<file path="src/rtl/uart_pkg.sv">
// Shared types for the pattern-generating UART transmitter: FSM states and MODE encodings.
package uart_pkg;

    typedef enum logic [2:0] {
        ST_IDLE   = 3'd0,
        ST_START  = 3'd1,
        ST_DATA   = 3'd2,
        ST_PARITY = 3'd3,
        ST_STOP   = 3'd4
    } state_t;

    typedef enum logic [1:0] {
        MODE_COUNT  = 2'b00,
        MODE_FIXED  = 2'b01,
        MODE_STREAM = 2'b10,
        MODE_HOLD   = 2'b11
    } mode_t;

endpackage

</file>
<file path="src/rtl/uart_pattern_tx_baud_tick_gen.sv">
// Baud divider: counts 0..CLK_DIV-1 and flags the last cycle of every bit period.
module baud_tick_gen #(
    parameter int CLK_DIV = 26
) (
    input  logic clk,
    input  logic rst,
    input  logic clear,
    output logic tick
);

    localparam int CW = $clog2(CLK_DIV);

    logic [CW-1:0] cnt;

    assign tick = (cnt == CW'(CLK_DIV - 1));

    // Clearing on a frame start aligns the bit grid to the take cycle.
    always_ff @(posedge clk or posedge rst) begin
        if (rst) begin
            cnt <= '0;
        end else if (clear || tick) begin
            cnt <= '0;
        end else begin
            cnt <= cnt + CW'(1);
        end
    end

endmodule

</file>
<file path="src/rtl/uart_pattern_tx.sv">
// UART transmitter with built-in byte source (counter pattern, fixed byte or stream).
// Optional parity bit is enabled by defining UART_TX_PARITY_EN.
module uart_pattern_tx
    import uart_pkg::*;
#(
    parameter int         CLK_DIV    = 26,
    parameter int         DATA_BITS  = 8,
    parameter int         STOP_BITS  = 1,
    parameter logic [7:0] PAT_LO     = 8'h30,
    parameter logic [7:0] PAT_HI     = 8'h39,
    parameter int         PARITY_ODD = 0
) (
    input  logic                 clk,
    input  logic                 rst,
    input  logic                 en,
    input  logic [1:0]           mode,
    input  logic [DATA_BITS-1:0] fixed_byte,
    input  logic [DATA_BITS-1:0] s_data,
    input  logic                 s_valid,
    output logic                 s_ready,
    output logic                 txd,
    output logic                 idle,
    output logic                 byte_sent,
    output logic [15:0]          tx_count
);

    localparam logic [DATA_BITS-1:0] PAT_LO_T  = PAT_LO[DATA_BITS-1:0];
    localparam logic [DATA_BITS-1:0] PAT_HI_T  = PAT_HI[DATA_BITS-1:0];
    localparam logic [2:0]           BIT_LAST  = 3'(DATA_BITS - 1);
    localparam logic                 STOP_LAST = 1'(STOP_BITS - 1);

    if (CLK_DIV < 2 || DATA_BITS < 5 || DATA_BITS > 8 || STOP_BITS < 1 || STOP_BITS > 2 ||
        PAT_HI < PAT_LO || PARITY_ODD < 0 || PARITY_ODD > 1) begin : g_bad_cfg
        $error("uart_pattern_tx: illegal parameter combination");
    end

    state_t               state;
    logic [DATA_BITS-1:0] shift;
    logic [DATA_BITS-1:0] pat_cnt;
    logic [DATA_BITS-1:0] src_byte;
    logic [2:0]           bit_cnt;
    logic                 stop_cnt;
    logic                 tick;
    logic                 frame_end;
    logic                 take_pos;
    logic                 src_ok;
    logic                 take;
`ifdef UART_TX_PARITY_EN
    logic                 parity_bit;
`endif

    baud_tick_gen #(
        .CLK_DIV (CLK_DIV)
    ) u_baud (
        .clk   (clk),
        .rst   (rst),
        .clear (take),
        .tick  (tick)
    );

    // A new byte may be taken while idle or in the very last stop-bit cycle,
    // which is what lets frames run back-to-back without an idle gap.
    always_comb begin
        frame_end = (state == ST_STOP) && tick && (stop_cnt == STOP_LAST);
        take_pos  = (state == ST_IDLE) || frame_end;
        src_ok    = 1'b0;
        src_byte  = pat_cnt;
        case (mode)
            MODE_COUNT:  begin src_ok = 1'b1;    src_byte = pat_cnt;    end
            MODE_FIXED:  begin src_ok = 1'b1;    src_byte = fixed_byte; end
            MODE_STREAM: begin src_ok = s_valid; src_byte = s_data;     end
            default:     begin src_ok = 1'b0;    src_byte = pat_cnt;    end
        endcase
        take = take_pos && en && src_ok;
    end

    assign s_ready   = take_pos && en && (mode == MODE_STREAM);
    assign byte_sent = frame_end;

    always_ff @(posedge clk or posedge rst) begin
        if (rst) begin
            state    <= ST_IDLE;
            txd      <= 1'b1;
            idle     <= 1'b1;
            shift    <= '0;
            bit_cnt  <= '0;
            stop_cnt <= 1'b0;
            pat_cnt  <= PAT_LO_T;
            tx_count <= '0;
`ifdef UART_TX_PARITY_EN
            parity_bit <= 1'b0;
`endif
        end else begin
            if (frame_end) begin
                tx_count <= tx_count + 16'd1;
            end
            if (take) begin
                state    <= ST_START;
                txd      <= 1'b0;
                idle     <= 1'b0;
                shift    <= src_byte;
                bit_cnt  <= '0;
                stop_cnt <= 1'b0;
`ifdef UART_TX_PARITY_EN
                parity_bit <= (^src_byte) ^ 1'(PARITY_ODD);
`endif
                if (mode == MODE_COUNT) begin
                    pat_cnt <= (pat_cnt == PAT_HI_T) ? PAT_LO_T : pat_cnt + 1'b1;
                end
            end else if (tick) begin
                case (state)
                    ST_IDLE: begin
                        txd <= 1'b1;
                    end
                    ST_START: begin
                        state <= ST_DATA;
                        txd   <= shift[0];
                    end
                    ST_DATA: begin
                        if (bit_cnt == BIT_LAST) begin
`ifdef UART_TX_PARITY_EN
                            state <= ST_PARITY;
                            txd   <= parity_bit;
`else
                            state <= ST_STOP;
                            txd   <= 1'b1;
`endif
                        end else begin
                            bit_cnt <= bit_cnt + 3'd1;
                            shift   <= shift >> 1;
                            txd     <= shift[1];
                        end
                    end
`ifdef UART_TX_PARITY_EN
                    ST_PARITY: begin
                        state <= ST_STOP;
                        txd   <= 1'b1;
                    end
`endif
                    ST_STOP: begin
                        if (stop_cnt == STOP_LAST) begin
                            state <= ST_IDLE;
                            idle  <= 1'b1;
                        end else begin
                            stop_cnt <= 1'b1;
                        end
                    end
                    default: begin
                        state <= ST_IDLE;
                        txd   <= 1'b1;
                        idle  <= 1'b1;
                    end
                endcase
            end
        end
    end

endmodule

</file>
<file path="config.mk">
export PLATFORM = sky130hd
export DESIGN_NAME = uart_pattern_tx
export DESIGN_NICKNAME = d
export VERILOG_FILES = /design/src/rtl/uart_pkg.sv /design/src/rtl/uart_pattern_tx_baud_tick_gen.sv /design/src/rtl/uart_pattern_tx.sv
export SDC_FILE = /design/constraint.sdc
export NUM_CORES = 1
export LEC_CHECK = 0
export ABC_CLOCK_PERIOD_IN_PS = 5880
export CORE_ASPECT_RATIO = 0.9
export CORE_MARGIN = 2
export CORE_UTILIZATION = 30
export DETAILED_ROUTE_END_ITERATION = 8
export PLACE_DENSITY = 0.56
export SYNTH_ARGS = -nofsm -noshare
export SYNTH_HDL_FRONTEND = slang
export SYNTH_HIERARCHICAL = 1
export SYNTH_SLANG_ARGS = --single-unit
export TNS_END_PERCENT = 10
</file>
<file path="constraint.sdc">
create_clock -name clk -period 5.88 [get_ports clk]
set_input_delay 0.588 -clock clk [delete_from_list [all_inputs] [get_ports clk]]
set_output_delay 0.588 -clock clk [all_outputs]
set_load 0.05 [all_outputs]
</file>
# Yosys cells after proc, flatten, opt, wreduce, memory -nomap -nowiden
# Cells that the tools add are included.
dict set report totals {
  register_bits 46
  word_cells 77
}
dict set report classes {
  n_addsub 4
  eq_ne 14
  n_mux 29
  bitwise_logic 1
  n_reduce_logical 20
}
# cell count
set op_table {}
lappend op_table {{$mux W8} 5}
lappend op_table {{$mux W3} 8}
lappend op_table {{$add A16 B1 Y16 const B} 1}
lappend op_table {{$pmux W8 S2} 1}
lappend op_table {{$pmux W3 S4} 1}
lappend op_table {{$mux W1} 10}
lappend op_table {{$add A8 B1 Y8 const B} 1}
lappend op_table {{$eq A8 B6 Y1 const B} 1}
lappend op_table {{$ne A2 B1 Y1 const B} 4}
lappend op_table {{$eq A3 B3 Y1 const B} 2}
lappend op_table {{$ne A3 B2 Y1 const B} 2}
lappend op_table {{$reduce_and A2 Y1} 3}
lappend op_table {{$reduce_and A3 Y1} 2}
lappend op_table {{$reduce_bool A2 Y1} 3}
lappend op_table {{$add A5 B1 Y5 const B} 1}
lappend op_table {{$eq A5 B5 Y1 const B} 1}
lappend op_table {{$logic_and A1 B1 Y1} 5}
lappend op_table {{$mux W5} 1}
lappend op_table {{$pmux W1 S2} 2}
lappend op_table {{$reduce_and A4 Y1} 1}
lappend op_table {{$add A3 B1 Y3 const B} 1}
lappend op_table {{$eq A3 B1 Y1 const B} 1}
lappend op_table {{$eq A3 B2 Y1 const B} 1}
lappend op_table {{$logic_not A3 Y1} 1}
lappend op_table {{other kinds (8)} 9}

# Longest topological paths before layout
dict set report logic_depth {
  ltp_word 8
  mapped_depth 10
}

# Modules after synthesis
# Netlist, hierarchy kept.
# module instances cells_each area_per_inst_um2 seq_area_each_um2
set modules_own_cells {}
lappend modules_own_cells {uart_pattern_tx 1 198 2105.8 1006.0}
lappend modules_own_cells {baud_tick_gen 1 23 287.8 125.1}

# Worst setup path after synthesis
# Ideal clock, no wire load.
dict set report synth_path {
  kind {register -> output}
  start {register u_baud.cnt[1]}
  end {output s_ready}
  arrival_ns 1.801
  required_time_ns 5.292
  setup_slack_ns 3.491
  stages_incl_launch_ff 8
  cell_sequence {dfrtp_1 inv_1 ha_1 and4b_1 buf_6 clkbuf_1 nand2b_1 and4_1}
}
dict set report synth_via {
  elab_chain_cells 6
}
# item line_no
set synth_rtl {}
lappend synth_rtl {{start: declaration} uart_pattern_tx_baud_tick_gen.sv:13} ;# logic [CW-1:0] cnt;
lappend synth_rtl {{start signal: assignment} uart_pattern_tx_baud_tick_gen.sv:24} ;# cnt <= cnt + CW'(1);
lappend synth_rtl {{$eq A5 B5 Y1} uart_pattern_tx_baud_tick_gen.sv:15} ;# assign tick = (cnt == CW'(CLK_DIV - 1));
lappend synth_rtl {{net tick} uart_pattern_tx.sv:43} ;# logic tick;
lappend synth_rtl {{$logic_and A1 B1 Y1 (2 in a row)} uart_pattern_tx.sv:64} ;# frame_end = (state == ST_STOP) && tick && (stop_cnt == STOP_LAST);
lappend synth_rtl {{$logic_or A1 B1 Y1} uart_pattern_tx.sv:65} ;# take_pos = (state == ST_IDLE) || frame_end;
lappend synth_rtl {{$logic_and A1 B1 Y1 (2 in a row)} uart_pattern_tx.sv:77} ;# assign s_ready = take_pos && en && (mode == MODE_STREAM);
lappend synth_rtl {{end: declaration} uart_pattern_tx.sv:20} ;# output logic s_ready,
# The timed path passes the listed nets, and every way through them passes these cells.

# Final worst setup path
dict set report layout_path {
  start {register u_baud.cnt[1]}
  end {output byte_sent}
}
dict set report layout_via {
  elab_chain_cells 3
}
# item line_no
set layout_rtl {}
lappend layout_rtl {{$eq A5 B5 Y1} uart_pattern_tx_baud_tick_gen.sv:15}
lappend layout_rtl {{net tick} uart_pattern_tx.sv:43}
lappend layout_rtl {{$logic_and A1 B1 Y1 (2 in a row)} uart_pattern_tx.sv:64}
lappend layout_rtl {{end: declaration} uart_pattern_tx.sv:23} ;# output logic byte_sent,
# The timed path passes the listed nets, and every way through them passes these cells.

==> impl_metrics.yaml <==
detailed_routing:
  routed-wl-met3_microns: 181
  met1_length_mm: 2.335
  average_wire_length_per_cell_after_detail_routing_microns: 13.45
  top_layer_in_use: "met4"
  detailedRoute.firstPassIterationCount: 4
  finalWirelength_mm: 4.733
  drc_errors: 0
  antenna_left: 0
  wl_met2_mm: 2.132
  route.detailed.vias_per_inst: 4.946
  drt_iter0_drc: 114
  dr_total_vias: 1741
worst_hold_path:
  min_path_type: "register to register"
  min_path_cells: 2
clock_network:
  max-clock-path-buffers: 2
  number_of_buffers_inserted_to_repair_setup_after_cts: 0
  worstSkewPairLatency_ns: 0.30
  cts.hold.buffers_added: 0
  cts_root_buf: "sky130_fd_sc_hd__clkbuf_8"
  postCtsResizedCells: 0
  cts_num_sinks: 45
  tritoncts.num_buffers: 5
  clk_pin_slew_ns: 0.08
  cts.htree.levels: 2
  cts_tree: "yes"
sta:
  min_period_over_period: 0.6642
  max_fclk_mhz: 256.1
  timing_worst_slew_pin_value_ns: 0.9232
  period_minus_slack_ns: 3.905
  finalSetupViolCount: 0
  timing.max_slew.rel_slack: 0.3762
  final-max-slew-violation-count: 0
  grt_setup_unrepaired: "false"
  finalHoldViolations: 0
  setup_tns_ns: 0
  clock_skew_ns: 0.01133
floorplanning:
  chipWidth_microns: 98.16
  floorplan.core_area_sq_um: 7657
  dieHeight_microns: 88.74
  design.die.area_sq_um: 8710
  initial_utilization: 0.3126
  ios: 42
  floorplan.rows: 30
yosys:
  synth.cell_area_sq_um: 2394
  synth_cells: 221
  synth_enable_flop_cells: 0
  asyncSetResetFlopFracSynth: 1.000
  yosysTopAreaCellShare: 0.4286
  synth_top_area_cell: "sky130_fd_sc_hd__dfrtp_1"
  syn_area_per_cell_sq_um: 10.83
  synth-seq-cells: 45
  netlist_top_cells_area: "sky130_fd_sc_hd__dfrtp_1 43%, sky130_fd_sc_hd__xnor2_1 6.6%, sky130_fd_sc_hd__ha_1 5.8%"
  synth.net_count: 254
  seq_area_frac_synth: 0.4726
  synth_top_flop_cell: "sky130_fd_sc_hd__dfrtp_1"
  synth_cell_type_count: 46
  synthesis.yosys.warnings: 6
pwr:
  power_frac_clock: 0.366
  seq_power_share: 0.568
  internal_power_mw: 0.4133
  p_switching_mw: 0.1311
  sw_frac_of_total: 0.2409
  power.density_cell_area_nw_per_um2: 185.1
  ir_worst_vdd_mv: 0.08326
  p_leak_nw: 1.227
  combPwrFrac: 0.066
global_route:
  grt_remaining_overflow: 0
  grt_antenna_before_repair: 0
  first_global_vias: 1681
  grt_pass1_wl_mm: 8.321
  gr-usage-all-layers: 0.1201
  grt_start_max_net_pins: 41
setup_path:
  cp_slowest_cell: "sky130_fd_sc_hd__clkdlybuf4s50_1"
  ff2ff_path_depth: 7
  cp.required_ns: 5.29
  worstSetupEndpointType: "output port"
  cp.arrival_ns: 3.32
  critical_path.cell_chain: "inv_1 > ha_1 > and4b_1 > nor4bb_1 > clkdlybuf4s50_1"
  max_stage_delay_ns: 0.95
  worst_setup_path_start_kind: "register"
  critPathMaxFanout: 16
  timing_worst_setup_path_type: "register to output port"
final_layout:
  area_occupied_by_multi_input_gates_sq_um: 1145
  post-route-util: 0.3842
  seq_area_sq_um: 1131
  filler_cell_count: 752
  design.final.nets: 288
  post_route_cells_drive_above_1_share: 0.08984
  area_growth_syn_to_layout_pct: 22.90
  antenna_cells: 0
place:
  port_buffers: 41
  gp_routability_congestion: 0.7168
  place_hpwl_mm: 3.496
run:
  cap_violations: 0
status:
  run_status: "completed"
-- layout by cell type, fill, tap and decap left out, types with 3 or more instances in the layout --
| cell type | n |
|---|---|
| sky130_fd_sc_hd__and3_1 | 5 |
| sky130_fd_sc_hd__dfrtp_1 | 41 |
| sky130_fd_sc_hd__and4_1 | 5 |
| sky130_fd_sc_hd__a31oi_1 | 3 |
| sky130_fd_sc_hd__xnor2_1 | 18 |
| sky130_fd_sc_hd__nor3_1 | 5 |
| sky130_fd_sc_hd__clkdlybuf4s50_1 | 41 |
| sky130_fd_sc_hd__o21ai_0 | 7 |
| sky130_fd_sc_hd__a21oi_1 | 6 |
| sky130_fd_sc_hd__nand3_1 | 6 |
| sky130_fd_sc_hd__a22oi_1 | 8 |
| sky130_fd_sc_hd__dfstp_2 | 4 |
| sky130_fd_sc_hd__clkbuf_8 | 5 |
| sky130_fd_sc_hd__nand2_1 | 13 |
| sky130_fd_sc_hd__nand4_1 | 7 |
| sky130_fd_sc_hd__ha_1 | 11 |
| sky130_fd_sc_hd__a221o_1 | 7 |
| sky130_fd_sc_hd__inv_1 | 8 |
| sky130_fd_sc_hd__nor2_1 | 14 |
| sky130_fd_sc_hd__a211oi_1 | 7 |
-- cell families (layout without fill, tap and decap cells) --
kind of cell               Yosys count  count (layout)  share of synthesized area
DFF                                 45              45                     0.4726
adders and majority gates           11              11                    0.05750
muxes                                3               3                    0.01307
AOI/OAI and AO/OA                   46              46                     0.1385
buffers and inverters               24              59                    0.04914
xor gates and xnor gates            21              21                    0.07998
and+or+nand+nor                     71              71                     0.1892
-- registers in the layout, indices dropped and copies added (netlist names) --
| signal | flops |
|---|---|
| tx_count | 16 |
| pat_cnt | 8 |
| shift | 8 |
| u_baud/cnt | 5 |
| bit_cnt | 3 |
| state | 3 |
| idle | 1 |
| txd | 1 |
-- power by group through the flow --
| stage | combinational [mW] | sequential, mW | clock (mW) |
|---|---|---|---|
| 2_1_floorplan | 0.0164 | 0.315 | 0 |
| 3_3_place_gp | 0.0372 | 0.315 | 0 |
| 3_5_place_dp | 0.0370 | 0.315 | 0 |
| 4_1_cts | 0.0371 | 0.309 | 0.208 |
| 5_1_grt | 0.0403 | 0.309 | 0.224 |
| 6_report | 0.0360 | 0.309 | 0.199 |
-- layout make-up --
| cell class | count | area share |
|---|---|---|
| Sequential cell | 45 | 0.3845 |
| Multi-Input combinational cell | 152 | 0.3892 |
| Tap cell | 96 | 0.04083 |
| Inverter | 9 | 0.01148 |
| Timing Repair Buffer | 42 | 0.1421 |
| Clock buffer | 5 | 0.02339 |
| Clock inverter | 3 | 0.008507 |
-- path summary, 6_finish.rpt --
path	slack, ns	from	endpoint
worst max-delay path	1.97	u_baud/cnt[1]	byte_sent
worst min-delay path	0.48	txd	txd
worst max register to register	2.92	u_baud/cnt[1]	tx_count[15]
worst min register to register	0.48	txd	txd
max in group asynchronous	4.77	rst	pat_cnt[4]
min in group asynchronous	0.50	rst	u_baud/cnt[4]
-- routing by layer --
metal  vias up  track usage
li1        874            -
met1       829       0.1675
met2        32       0.1837
met3         6      0.02844
met4         0      0.04483
met5         -            0
-- cells in the mapped netlist (6+ instances only) --
cell and count:
sky130_fd_sc_hd__inv_1 8, sky130_fd_sc_hd__o21ai_0 7, sky130_fd_sc_hd__nor2_1 14, sky130_fd_sc_hd__nand4_1 7, sky130_fd_sc_hd__a211oi_1 7, sky130_fd_sc_hd__nand3_1 6
sky130_fd_sc_hd__xnor2_1 18, sky130_fd_sc_hd__nand2_1 13, sky130_fd_sc_hd__a221o_1 7, sky130_fd_sc_hd__a21oi_1 6, sky130_fd_sc_hd__dfrtp_1 41, sky130_fd_sc_hd__a22oi_1 8
sky130_fd_sc_hd__ha_1 11, sky130_fd_sc_hd__buf_2 7
-- worst max-delay path, delay by kind of cell, from the launching register on --
family / cells / cell delay (ns)
buffers and inverters: 2 / 1.02
flip-flops: 1 / 0.41
AND/OR/NAND/NOR: 2 / 1.47
adder cells (fa/ha/maj): 1 / 0.12
-- per-stage QoR --
stage / worst slack, ns / power, mW / hold slack, ns / cell area [sq um] / std cells
2_1_floorplan: 3.491 / 0.3317 / 0.3665 / 2394 / 221
3_3_place_gp: 2.340 / 0.3525 / 0.4703 / 2848 / 344
3_5_place_dp: 2.261 / 0.3524 / 0.4714 / 2848 / 344
4_1_cts: 1.945 / 0.5545 / 0.4852 / 2942 / 352
5_1_grt: 1.777 / 0.5733 / 0.5160 / 2942 / 352
6_report: 1.975 / 0.5444 / 0.4795 / 2942 / 352
(Power assumes the default switching activity.)
